### src/rtl/mem_port_arbiter_pkg.sv
// Shared types for the IF/MEM memory-port arbiter: FSM state and transaction owner encodings.
package mem_port_arbiter_pkg;

  typedef enum logic [1:0] {
    ARB_IDLE = 2'd0,
    ARB_ADDR = 2'd1,
    ARB_DATA = 2'd2
  } arb_state_e;

  typedef enum logic {
    OWN_INST = 1'b0,
    OWN_DATA = 1'b1
  } owner_e;

endpackage

### src/rtl/mem_port_arbiter_mux_32.sv
// 32-bit 2:1 select mux; ctrl_sig=1 selects in1.
module mux_32 (
  input  logic [31:0] in0,
  input  logic [31:0] in1,
  input  logic        ctrl_sig,
  output logic [31:0] mux_out
);

  assign mux_out = ctrl_sig ? in1 : in0;

endmodule

### src/rtl/mem_port_arbiter.sv
// Shares one SRAM-like memory port between instruction fetch and load/store.
// One transaction outstanding; owner is registered at each arbitration point.
module mem_port_arbiter
  import mem_port_arbiter_pkg::*;
#(
  parameter int unsigned STARVE_LIMIT = 4,
  parameter int unsigned CNT_W        = 3
) (
  input  logic        clk,
  input  logic        resetn,
  input  logic        inst_req,
  input  logic        inst_wr,
  input  logic [1:0]  inst_size,
  input  logic [31:0] inst_addr,
  input  logic [31:0] inst_wdata,
  output logic        inst_addr_ok,
  output logic        inst_data_ok,
  output logic [31:0] inst_rdata,
  input  logic        data_req,
  input  logic        data_wr,
  input  logic [1:0]  data_size,
  input  logic [31:0] data_addr,
  input  logic [31:0] data_wdata,
  output logic        data_addr_ok,
  output logic        data_data_ok,
  output logic [31:0] data_rdata,
  output logic        m_req,
  output logic        m_wr,
  output logic [1:0]  m_size,
  output logic [31:0] m_addr,
  output logic [31:0] m_wdata,
  input  logic        m_addr_ok,
  input  logic        m_data_ok,
  input  logic [31:0] m_rdata,
  output logic        busy
);

  localparam logic [CNT_W-1:0] LIMIT = CNT_W'(STARVE_LIMIT);

  arb_state_e       state, state_nxt;
  owner_e           owner, owner_nxt;
  logic [CNT_W-1:0] starve_cnt, starve_cnt_nxt;

  logic        arb_point;
  logic        grant_data;
  logic        sel_data;
  logic [31:0] addr_sel, wdata_sel;

  always_ff @(posedge clk or negedge resetn) begin
    if (!resetn) begin
      state      <= ARB_IDLE;
      owner      <= OWN_INST;
      starve_cnt <= '0;
    end else begin
      state      <= state_nxt;
      owner      <= owner_nxt;
      starve_cnt <= starve_cnt_nxt;
    end
  end

  // Arbitrating on the m_data_ok cycle lets the next request start without an IDLE bubble.
  assign arb_point  = (state == ARB_IDLE) || ((state == ARB_DATA) && m_data_ok);
  assign grant_data = data_req && !(inst_req && (starve_cnt == LIMIT));

  always_comb begin
    state_nxt      = state;
    owner_nxt      = owner;
    starve_cnt_nxt = starve_cnt;

    case (state)
      ARB_IDLE: ;
      ARB_ADDR: if (m_addr_ok) state_nxt = ARB_DATA;
      ARB_DATA: ;
      default:  state_nxt = ARB_IDLE;
    endcase

    if (arb_point) begin
      if (grant_data) begin
        state_nxt = ARB_ADDR;
        owner_nxt = OWN_DATA;
      end else if (inst_req) begin
        state_nxt = ARB_ADDR;
        owner_nxt = OWN_INST;
      end else begin
        state_nxt = ARB_IDLE;
      end
    end

    if (!inst_req) begin
      starve_cnt_nxt = '0;
    end else if (arb_point) begin
      if (!grant_data)
        starve_cnt_nxt = '0;
      else if (starve_cnt != LIMIT)
        starve_cnt_nxt = starve_cnt + 1'b1;
    end
  end

  assign sel_data = (owner == OWN_DATA);

  mux_32 u_addr_mux (
    .in0      (inst_addr),
    .in1      (data_addr),
    .ctrl_sig (sel_data),
    .mux_out  (addr_sel)
  );

  mux_32 u_wdata_mux (
    .in0      (inst_wdata),
    .in1      (data_wdata),
    .ctrl_sig (sel_data),
    .mux_out  (wdata_sel)
  );

  always_comb begin
    m_req        = 1'b0;
    m_wr         = 1'b0;
    m_size       = '0;
    m_addr       = '0;
    m_wdata      = '0;
    inst_addr_ok = 1'b0;
    data_addr_ok = 1'b0;
    inst_data_ok = 1'b0;
    data_data_ok = 1'b0;

    if (state == ARB_ADDR) begin
      m_req        = 1'b1;
      m_wr         = sel_data ? data_wr : inst_wr;
      m_size       = sel_data ? data_size : inst_size;
      m_addr       = addr_sel;
      m_wdata      = wdata_sel;
      inst_addr_ok = !sel_data && m_addr_ok;
      data_addr_ok = sel_data && m_addr_ok;
    end

    if (state == ARB_DATA) begin
      inst_data_ok = !sel_data && m_data_ok;
      data_data_ok = sel_data && m_data_ok;
    end
  end

  assign inst_rdata = m_rdata;
  assign data_rdata = m_rdata;
  assign busy       = (state != ARB_IDLE);

  // Completion before acceptance is a downstream protocol violation.
  a_no_data_ok_in_addr: assert property (
    @(posedge clk) disable iff (!resetn) !((state == ARB_ADDR) && m_data_ok)
  );

endmodule
### config.mk
export PLATFORM = sky130hd
export DESIGN_NAME = mem_port_arbiter
export DESIGN_NICKNAME = d
export VERILOG_FILES = /design/src/rtl/mem_port_arbiter_pkg.sv /design/src/rtl/mem_port_arbiter_mux_32.sv /design/src/rtl/mem_port_arbiter.sv
export SDC_FILE = /design/constraint.sdc
export NUM_CORES = 1
export LEC_CHECK = 0
export ABC_AREA = 1
export CORE_AREA = 4 4 118 120
export DETAILED_ROUTE_END_ITERATION = 12
export DIE_AREA = 0 0 122 124
export PLACE_DENSITY = 0.69
export SLEW_MARGIN = 20
export SYNTH_ARGS = -nofsm -noshare
export SYNTH_HDL_FRONTEND = slang
export SYNTH_SLANG_ARGS = --single-unit
### constraint.sdc
create_clock -name clk -period 2.3 [get_ports clk]
set_clock_uncertainty 0.2 [all_clocks]
set_input_delay 0.46 -clock clk [delete_from_list [all_inputs] [get_ports clk]]
set_output_delay 0.46 -clock clk [all_outputs]
set_load 0.01 [all_outputs]
==> run summary <==
Horiz. Die Dim = 122 µm
clock root buffer = clkbuf_16
post-synth cell types = 19
Top Ports = 309
initial drt markers = 46
worst setup path class = reg2out
via-per-instance ratio = 3.88
CP Launch Type = register
Initial Utilization = 14.5%
slowest cell on the critical path = dfrtp_4
vias in the first global route = 2,387
Worst-Margin Slew = 0.291 ns
top cell type's share of synthesized area = 27.6%
Routed Antenna Nets = 0
P_sw = 0.00170 W
outcome = finished with violations
share of layout cells above drive strength 1 = 17.3%
Crit path max-delay family = buffers and inverters
I/O Buffers = 212
number of cells on the critical path = 5
final setup margin = -0.00504 ns
violated checks = setup timing
first-pass GRT wire length = 12,400 µm
Fmax achieved = 434 MHz
Sw Share = 48.4%
Synth area leaders = nand2_1, buf_4, a21oi_1
Max Root-Sink Buffers = 2
post-synthesis sequential element count = 6
largest net degree at the start of global routing = 33
synthesized area = 1880 µm²
Die ar. = 15,100 µm²
fin util = 30.5%
placed wire-length estimate = 6920 µm
# DRC = 0
Flop pwr share = 6.0%
endpoints failing hold = 0
Arr. time, crit path = 1.65 ns
Cell Int Power = 0.00181 W
Worst Setup SP = owner$_DFFE_PN0P_
Die H = 124 µm
Power Dens Cells = 885 nW/µm²
Clock power frac = 8.5%
critical path endpoint category = output port
Avg Cell Area, Syn = 5.56 µm²
n_diodes = 0
core area = 13,000 µm²
H-tree levels = 1
Site Rows = 42
Yosys top cell by area = nand2_1
remaining global-route overflow = 0
worst skew pair latency = 0.23 ns
Synth Warn # = 0
P&R area growth vs syn = 111%
CTS Hold Bufs = 0
logic gate share of total power = 85.5%
RePlAce Congestion = 0.752
clock-pin slew on the worst setup and hold paths = 0.04 ns
CTS Buf Count = 3
initial antenna violation count = 0
crit share post-route = 100%
# nets final = 673
final setup violation count = 1
sequential share of the synthesized area = 7.99%
unrepaired setup endpoints after global routing = true
crit-path cells = buf_4 > bufbuf_16 > nand2_1 > a21oi_1 > dlygate4sd2_1
CP max stage delay = 0.52 ns
worst hold slack = 0.278 ns
relative slew slack = 80.6%
Post-Syn Instances = 338
via count = 2,615
DRT Pass-1 Iters = 4
leakage power total = 2.09 nW
max-cap violations = 0
Critical Path Fanout Max = 10
Hold Crit Class = in2async
Max VDD drop = 0.665 mV
per-cell routed wire length = 14.0 µm
WP buf/inv = 3
CTS tree = built
Min Clock Period, post-route = 2.31 ns
Tot Pwr = 0.00351 W
clk sinks = 6
Critical Path RT = 1.64 ns
Routed WL = 9440 µm
Final Max Tran Viols = 0
Crit Reg-Reg Startpoint = state[0]$_DFFE_PN0P_
post-synth net total = 512
cells on worst reg2reg path = 7
All-Layer GR Usage = 10.3%
final cells by class:
class                           count  area, µm²
Inverter                           10       50.0
Timing Repair Buffer              241       2360
Multi-Input combinational cell    236       1090
Fill cell                        1435       9010
Tap cell                          176        220
Sequential cell                     6        154
Clock buffer                        4       78.8
Timing Repair inverter              1       8.76
cells by family (layout without fill, tap and decap cells):
family / after synthesis / count (layout) / share of synthesized area, %
buf+inv: 96 / 256 / 34.8
flops: 6 / 6 / 7.99
compound gates: 70 / 70 / 20.7
simple gates: 164 / 164 / 35.2
fa+ha+maj: 2 / 2 / 1.33
path summary, 6_finish.rpt:
kind	to	slack, ns
setup / recovery	m_wdata[12]	-0.005
hold / removal	owner$_DFFE_PN0P_	0.28
setup reg to reg	owner$_DFFE_PN0P_	0.88
hold reg to reg	starve_cnt[1]$_DFFE_PN0P_	0.31
max in group asynchronous	owner$_DFFE_PN0P_	1.37
min in group clk	starve_cnt[1]$_DFFE_PN0P_	0.31
per-stage QoR:
stage	setup TNS (ns)	cell area (µm²)	worst slack [ns]	cells
2_1_floorplan	0	1880	0.641	338
3_3_place_gp	-2.53	3840	-0.224	662
3_5_place_dp	-2.77	3840	-0.188	662
4_1_cts	-3.65	3940	-0.211	668
5_1_grt	-0.828	3970	-0.0543	674
6_report	-0.00504	3970	-0.00504	674
routing by layer:
metal	up-vias	track usage, %	share of wire (%)
met1	1117	11.3	37
met3	24	4.00	12
li1	1323	-	-
met4	0	2.80	2.2
met2	151	18.4	49
met5	-	0	0
worst reg2reg max path, stage by stage (launching register included):
cell	delay, ns
dfrtp_1	0.39
inv_1	0.08
nand3_1	0.10
buf_4	0.15
nand2_2	0.12
o21ai_0	0.15
nand2_1	0.08
nand2_1	0.04
flip-flops by register name, indices dropped and copies added (netlist names):
| register | cells |
|---|---|
| starve_cnt | 3 |
| state | 2 |
| owner | 1 |
placed cells by master (no fill, tap or decap):
master,synthesis,final
nor2_2,1,1
clkbuf_16,0,3
inv_1,9,9
nor3_1,2,2
a21oi_1,57,52
bufbuf_16,0,1
clkdlybuf4s50_1,0,140
nand2_2,12,12
dlymetal6s2s_1,0,19
buf_12,0,6
dfrtp_1,6,5
nand3b_1,1,1
ha_1,2,2
clkbuf_1,0,1
nand2_1,138,138
clkinv_8,0,1
nand3_1,6,6
nor2_1,4,4
o22ai_1,1,1
clkbuf_2,0,23
a21oi_2,10,15
o21ai_0,2,2
buf_4,64,20
buf_6,2,1
dfrtp_4,0,1
inv_6,0,1
dlygate4sd2_1,0,30
buf_16,0,1
power groups by stage:
stage / Combinational [W] / Clock, W / Sequential (W)
2_1_floorplan: 0.00151 / 0 / 0.000162
3_3_place_gp: 0.00297 / 0 / 0.000180
3_5_place_dp: 0.00297 / 0 / 0.000181
4_1_cts: 0.00300 / 0.000298 / 0.000198
5_1_grt: 0.00327 / 0.000302 / 0.000218
6_report: 0.00300 / 0.000297 / 0.000211
Yosys cell counts (all sizes together):
master,number
o21ai,2
o22ai,1
dfrtp,6
nor3,2
nand2,150
nor2,5
a21oi,67
buf,86
nand3b,1
nand3,6
ha,2
inv,10
timing repair:
action / CTS / global route
setup buffers: 0 / 5
gates resized for setup: 60 / 70
setup endpoints to repair: 71 / 25
pin swaps: 0 / 0
gates cloned: 2 / 1
Power figures use the tool's default switching activity.
